$ cat src/rtl/mux8_rr_arbiter_pkg.sv
// Shared constants and types for the 8-requester round-robin select arbiter.
// Latency: none (declarations only).
// Backpressure: not applicable.
package mux_arb_pkg;

   localparam int N_REQ = 8;   // requester count, tied to the 3-bit select
   localparam int SEL_W = 3;   // select width

   typedef enum logic {
      IDLE  = 1'b0,
      GRANT = 1'b1
   } arb_state_t;

   // One-hot expansion of a select index.
   function automatic logic [N_REQ-1:0] sel_to_onehot(input logic [SEL_W-1:0] idx);
      return N_REQ'(1) << idx;
   endfunction

endpackage

$ cat src/rtl/mux8_rr_arbiter_if.sv
// Bundle between the requesters and the select arbiter: level requests and
// per-requester data bits in, registered grant/select/valid and muxed bit out.
// Backpressure: none; requests are levels held until granted service ends.
//   master : requester side  (drives req, data_in; observes gnt, sel, valid, y)
//   slave  : arbiter side    (observes req, data_in; drives gnt, sel, valid, y)
interface mux8_rr_arbiter_if;
   import mux_arb_pkg::*;

   logic [N_REQ-1:0] req;
   logic [N_REQ-1:0] data_in;
   logic [N_REQ-1:0] gnt;
   logic [SEL_W-1:0] sel;
   logic             valid;
   logic             y;

   modport master (
      output req, data_in,
      input  gnt, sel, valid, y
   );

   modport slave (
      input  req, data_in,
      output gnt, sel, valid, y
   );

endinterface

$ cat src/rtl/mux8_rr_arbiter_rr_pick8.sv
// Rotating priority search over 8 request bits, optionally masking one index.
// Latency: purely combinational.
// Backpressure: not applicable.
//   req_i     : request vector
//   start_i   : first index examined; search wraps modulo 8
//   excl_en_i : when set, index excl_i is never chosen
//   excl_i    : index to mask (current owner)
//   found_o   : some eligible request exists
//   idx_o     : first eligible index in rotation order (0 when none)
module rr_pick8
   import mux_arb_pkg::*;
(
   input  logic [N_REQ-1:0] req_i,
   input  logic [SEL_W-1:0] start_i,
   input  logic             excl_en_i,
   input  logic [SEL_W-1:0] excl_i,
   output logic             found_o,
   output logic [SEL_W-1:0] idx_o
);

   logic [SEL_W-1:0] cand;

   always_comb begin
      found_o = 1'b0;
      idx_o   = '0;
      cand    = '0;
      for (int k = 0; k < N_REQ; k++) begin
         // 3-bit addition wraps naturally, giving the modulo-8 rotation.
         cand = start_i + SEL_W'(k);
         if (!found_o && req_i[cand] && !(excl_en_i && (cand == excl_i))) begin
            found_o = 1'b1;
            idx_o   = cand;
         end
      end
   end

endmodule

$ cat src/rtl/mux8_rr_arbiter.sv
// Round-robin arbiter owning the select of an 8:1 one-bit mux, with a bounded
// hold time per grant. Optional build macro MUX_ARB_PRIO0_EN gives requester 0
// absolute priority at every arbitration point (never pre-empting a hold).
// Latency: req -> gnt/sel/valid 1 cycle (registered); data_in -> y combinational.
// Backpressure: none; a requester keeps req high until it no longer needs the path.
//   clk   : rising-edge clock
//   rst_n : asynchronous active-low reset
//   bus   : slave side of mux8_rr_arbiter_if (req, data_in in; gnt, sel, valid, y out)
module mux8_rr_arbiter
   import mux_arb_pkg::*;
#(
   parameter int MAX_HOLD = 4   // consecutive cycles per grant while others wait, >= 1
)(
   input  logic               clk,
   input  logic               rst_n,
   mux8_rr_arbiter_if.slave   bus
);

   localparam int               HOLD_W    = $clog2(MAX_HOLD + 1);
   localparam logic [HOLD_W-1:0] HOLD_LAST = HOLD_W'(MAX_HOLD - 1);

   arb_state_t       state_q, state_d;
   logic [N_REQ-1:0] gnt_q,   gnt_d;
   logic [SEL_W-1:0] sel_q,   sel_d;
   logic [SEL_W-1:0] last_q,  last_d;
   logic [HOLD_W-1:0] hold_q, hold_d;

   logic             pick_found;
   logic [SEL_W-1:0] pick_idx;
   logic [SEL_W-1:0] win_idx;
   logic             own_req;
   logic             hold_done;

   // While granting, the owner is masked so the search only reports other
   // pending requesters; the owner sits last in rotation because last == owner.
   rr_pick8 u_pick (
      .req_i     (bus.req),
      .start_i   (last_q + SEL_W'(1)),
      .excl_en_i (state_q == GRANT),
      .excl_i    (sel_q),
      .found_o   (pick_found),
      .idx_o     (pick_idx)
   );

`ifdef MUX_ARB_PRIO0_EN
   // Only consulted at arbitration points, so an ongoing hold is never cut short.
   // If requester 0 already owns and reaches hold expiry, it simply re-wins.
   assign win_idx = bus.req[0] ? '0 : pick_idx;
`else
   assign win_idx = pick_idx;
`endif

   assign own_req   = bus.req[sel_q];
   assign hold_done = (hold_q == HOLD_LAST);

   // State register and registered outputs.
   always_ff @(posedge clk or negedge rst_n) begin
      if (!rst_n) begin
         state_q <= IDLE;
         gnt_q   <= '0;
         sel_q   <= '0;
         last_q  <= SEL_W'(N_REQ - 1);   // first search therefore begins at 0
         hold_q  <= '0;
      end else begin
         state_q <= state_d;
         gnt_q   <= gnt_d;
         sel_q   <= sel_d;
         last_q  <= last_d;
         hold_q  <= hold_d;
      end
   end

   // Next-state logic.
   always_comb begin
      state_d = state_q;
      case (state_q)
         IDLE:    if (pick_found) state_d = GRANT;
         GRANT:   if (!own_req && !pick_found) state_d = IDLE;
         default: state_d = IDLE;
      endcase
   end

   // Grant, select, rotation pointer and hold counter.
   always_comb begin
      gnt_d  = gnt_q;
      sel_d  = sel_q;
      last_d = last_q;
      hold_d = hold_q;
      case (state_q)
         IDLE: begin
            hold_d = '0;
            gnt_d  = '0;
            if (pick_found) begin
               sel_d  = win_idx;
               last_d = win_idx;
               gnt_d  = sel_to_onehot(win_idx);
            end
         end
         GRANT: begin
            if (!own_req) begin
               // Owner released: hand over directly, or drop to idle with sel held.
               hold_d = '0;
               if (pick_found) begin
                  sel_d  = win_idx;
                  last_d = win_idx;
                  gnt_d  = sel_to_onehot(win_idx);
               end else begin
                  gnt_d  = '0;
               end
            end else if (hold_done) begin
               // Hold expired: rotate if anyone else waits, otherwise restart the window.
               hold_d = '0;
               if (pick_found) begin
                  sel_d  = win_idx;
                  last_d = win_idx;
                  gnt_d  = sel_to_onehot(win_idx);
               end
            end else begin
               hold_d = hold_q + HOLD_W'(1);
            end
         end
         default: begin
            gnt_d  = '0;
            hold_d = '0;
         end
      endcase
   end

   assign bus.gnt   = gnt_q;
   assign bus.sel   = sel_q;
   assign bus.valid = (state_q == GRANT);
   assign bus.y     = (state_q == GRANT) ? bus.data_in[sel_q] : 1'b0;

endmodule

$ cat src/flat_wrapper.sv
// flat-port wrapper written by rule: the top's interface ports become plain ports
module mux8_rr_arbiter_flat import mux_arb_pkg::*;
#(
   parameter int MAX_HOLD = 4                                                          
)
  (clk, rst_n, bus_req, bus_data_in, bus_gnt, bus_sel, bus_valid, bus_y);
  mux8_rr_arbiter_if bus_i ();
  input  logic clk;
  input  logic rst_n;
  input wire logic [$bits(bus_i.req)-1:0] bus_req;
  input wire logic [$bits(bus_i.data_in)-1:0] bus_data_in;
  output wire logic [$bits(bus_i.gnt)-1:0] bus_gnt;
  output wire logic [$bits(bus_i.sel)-1:0] bus_sel;
  output wire logic [$bits(bus_i.valid)-1:0] bus_valid;
  output wire logic [$bits(bus_i.y)-1:0] bus_y;
  assign bus_i.req = bus_req;
  assign bus_i.data_in = bus_data_in;
  assign bus_gnt = bus_i.gnt;
  assign bus_sel = bus_i.sel;
  assign bus_valid = bus_i.valid;
  assign bus_y = bus_i.y;
  mux8_rr_arbiter #(.MAX_HOLD(MAX_HOLD)) u_core (.clk(clk), .rst_n(rst_n), .bus(bus_i));
endmodule
$ cat config.mk
export PLATFORM = sky130hd
export DESIGN_NAME = mux8_rr_arbiter_flat
export DESIGN_NICKNAME = d
export VERILOG_FILES = /design/src/rtl/mux8_rr_arbiter_pkg.sv /design/src/rtl/mux8_rr_arbiter_if.sv /design/src/rtl/mux8_rr_arbiter_rr_pick8.sv /design/src/rtl/mux8_rr_arbiter.sv /design/src/flat_wrapper.sv
export SDC_FILE = /design/constraint.sdc
export NUM_CORES = 1
export LEC_CHECK = 0
export BUFFER_PORTS_ARGS = -buffer_cell sky130_fd_sc_hd__buf_2
export CAP_MARGIN = 10
export CORE_ASPECT_RATIO = 1.25
export CORE_UTILIZATION = 51
export CTS_CLUSTER_SIZE = 10
export DETAILED_ROUTE_END_ITERATION = 10
export PLACE_DENSITY = 0.81
export SYNTH_ARGS = -nofsm -noshare
export SYNTH_HDL_FRONTEND = slang
export SYNTH_SLANG_ARGS = --single-unit
$ cat constraint.sdc
create_clock -name clk -period 3.8 [get_ports clk]
set_input_delay 0.38 -clock clk [delete_from_list [all_inputs] [get_ports clk]]
set_output_delay 0.38 -clock clk [all_outputs]
set_load 0.03 [all_outputs]
==> impl_metrics.env <==
export IMPL_finClkSkew_ps=1.54
export IMPL_cts_sinks=18
export IMPL_r2r_start="u_core.last_q[0]$_DFFE_PN1P_"
export IMPL_firstDrtPassIters=4
export IMPL_io_pin_count=31
export IMPL_start_kind="flip-flop"
export IMPL_worstHoldPathType="input port to async pin"
export IMPL_coreArea_um2=3310
export IMPL_routed_wl_um=5120
export IMPL_vias=1717
export IMPL_cap_violations=0
export IMPL_viasPerCell=6.55
export IMPL_finalCriticalPeriod_ps=3700
export IMPL_grt_pass1_wl_um=8020
export IMPL_dieArea_um2=3810
export IMPL_insertion_delay_ps=250
export IMPL_drc=0
export IMPL_yosysMostFrequentCell="nor2_1"
export IMPL_ff2ff_path_depth=12
export IMPL_clk_pin_slew_ps=70
export IMPL_reg2reg_to="u_core.bus.gnt[5]$_DFFE_PN0P_"
export IMPL_syn_inst=181
export IMPL_yosysTopAreaCellShare_pct=20.6
export IMPL_holdWs_ps=42.5
export IMPL_worstMarginPinSlew_ps=714
export IMPL_yosys_warnings=0
export IMPL_dp_hpwl_um=3740
export IMPL_drt_iter0_drc=111
export IMPL_r2r_slack_ps=100
export IMPL_synth_enable_flop_cells=0
export IMPL_slew_headroom_pct=52.4
export IMPL_ys_flop_type="dfrtp_1"
export IMPL_synth_seq_area_share_pct=24.9
export IMPL_ys_types=62
export IMPL_slowest_stage="dfstp_2"
export IMPL_std_cell_rows=23
export IMPL_setup_violations=0
export IMPL_place_gp_congestion=0.926
export IMPL_drv_slew=0
export IMPL_yosysTopAreaCell="dfrtp_1"
export IMPL_synth_area_leaders="dfrtp_1 (21%), mux4_2 (15%), dfstp_2 (4.3%)"
export IMPL_grt_usage_pct=27.6
export IMPL_h_tree_depth=1
export IMPL_clockRootBuffer="clkbuf_8"
export IMPL_die_h_um=68.8
export IMPL_drive_gt1_share_pct=39.6
export IMPL_diodes=0
export IMPL_fin_crit_sh_pct=97.3
export IMPL_fmax_mhz=270
export IMPL_synth_commonest_cells="nor2_1 (18), dfrtp_1 (15), nand2_1 (15)"
export IMPL_grt_max_degree=20
export IMPL_hold_viol=0
export IMPL_port_buffers=30
export IMPL_die_x_um=55.4
export IMPL_synth_nets=202
export IMPL_area_growth_syn_to_layout_pct=21.9
export IMPL_tritoncts="done"
export IMPL_ant_nets=0
export IMPL_cp_cell_sequence="buf_6 -> ha_1 -> buf_4 -> xor2_1 -> xor3_1 -> o31a_4 -> or2_4 -> a2111oi_4 -> nand3_2 -> and3b_2 -> a311o_1 -> a22o_1"
export IMPL_crit_fanout=19
export IMPL_wl_per_cell_um=19.5
export IMPL_postSynth_asyncResetShare_pct=100
export IMPL_antenna_found_initial=0
export IMPL_gr_total_overflow=0
export IMPL_initial_core_util_pct=55.0
export IMPL_cts_path_max_buffers=2
export IMPL_fillCellCount=234
export IMPL_status="completed"
export IMPL_critPathCaptureType="flip-flop"
export IMPL_syn_avg_cell_area_um2=10.1
export IMPL_syn_area_um2=1820
export IMPL_cts_buffers=3
export IMPL_worstPathArrival_ps=3840
export IMPL_grt_pass1_vias=1711
export IMPL_critPathKind="flip-flop to flip-flop"
export IMPL_nets=247
export IMPL_synth_ff_latch_count=18
export IMPL_slowest_delay_ps=540
export IMPL_cp_required_ps=3940
registers in the layout, summed over array words and instances (netlist names):
signal,cells
u_core.bus.gnt,8
u_core.hold_q,3
u_core.last_q,3
u_core.bus.sel,3
u_core.bus.valid,1
kinds of logic (layout without fill, tap and decap cells):
family          Yosys count  in the layout  share of synthesized area [%]
mux                      21             21                           20.3
buf+inv                  17             61                           5.02
compound gates           54             54                           22.5
fa+ha+maj                 3              3                           2.06
flops                    18             18                           24.9
xor+xnor                  8              8                           7.90
simple gates             60             60                           17.3
metal layers:
metal	global-route usage (%)	vias to the layer above	part of all wire, %
li1	-	789	-
met1	33.1	842	39
met2	51.4	74	54
met3	2.24	12	5.1
met4	12.5	0	2.2
met5	0	-	0
cell usage in the layout, fill, tap and decap left out, types with 4 or more instances in the layout:
| master | netlist | layout |
|---|---|---|
| nand3_1 | 6 | 5 |
| nand2_1 | 15 | 15 |
| o21ai_0 | 8 | 6 |
| buf_4 | 1 | 19 |
| inv_1 | 7 | 7 |
| a22o_1 | 4 | 4 |
| mux2i_1 | 6 | 5 |
| o21ai_1 | 5 | 6 |
| buf_2 | 7 | 30 |
| nor2_1 | 18 | 18 |
| clkbuf_8 | 0 | 4 |
| nand2b_1 | 5 | 5 |
| mux4_2 | 12 | 12 |
| dfrtp_1 | 15 | 15 |
| a21oi_1 | 7 | 7 |
per-stage QoR:
step | cells | TNS [ps] | utilization, % | area (µm²) | worst slack (ps)
after floorplan | 181 | 0 | - | 1830 | 17.2
after global placement | 256 | 0 | 63.1 | 2090 | 140
after detailed placement | 256 | 0 | 63.1 | 2090 | 29.7
after CTS | 260 | 0 | 65.2 | 2160 | 49.6
after global routing | 262 | -37.3 | 67.1 | 2220 | -20.5
final | 262 | 0 | 67.1 | 2220 | 103
worst max-delay path, delay by kind of cell, from the launching register on:
kind / cells / cell delay, ps
adders and majority gates: 1 / 220
and+or+nand+nor: 3 / 730
AOI/OAI and AO/OA: 4 / 1190
xor gates and xnor gates: 2 / 520
DFF: 1 / 540
buffers and inverters: 2 / 370
worst max-delay path by stage:
stage / from / to / slack, ps / depth (start not counted)
global route: u_core.last_q[0]$_DFFE_PN1P_ / u_core.bus.gnt[7]$_DFFE_PN0P_ / -20 / 12
floorplan: u_core.last_q[0]$_DFFE_PN1P_ / u_core.bus.gnt[7]$_DFFE_PN0P_ / 20 / 15
detailed placement: u_core.last_q[0]$_DFFE_PN1P_ / u_core.bus.gnt[5]$_DFFE_PN0P_ / 30 / 12
global placement: u_core.last_q[0]$_DFFE_PN1P_ / u_core.bus.gnt[3]$_DFFE_PN0P_ / 140 / 12
CTS: u_core.last_q[0]$_DFFE_PN1P_ / u_core.bus.gnt[5]$_DFFE_PN0P_ / 50 / 12
finish: u_core.last_q[0]$_DFFE_PN1P_ / u_core.bus.gnt[5]$_DFFE_PN0P_ / 100 / 12
layout make-up:
type	instances	area (µm²)	share of cell area (%)
tap	37	46.3	2.09
clock buffer	4	55.1	2.48
sequential	18	454	20.5
timing repair buffer	50	304	13.7
inverter	7	26.3	1.18
multi-input combinational	146	1330	60.1
what timing repair did:
item / CTS / global route
hold buffers: 0 / 0
gates resized for setup: 2 / 11
setup endpoints to repair: 6 / 10
pin swaps: 0 / 3
setup buffers: 0 / 2
gates cloned: 0 / 0
Power is left out: the tool's default activity adds up to more than one toggle a clock period on the data nets, which glitch-free logic cannot reach.
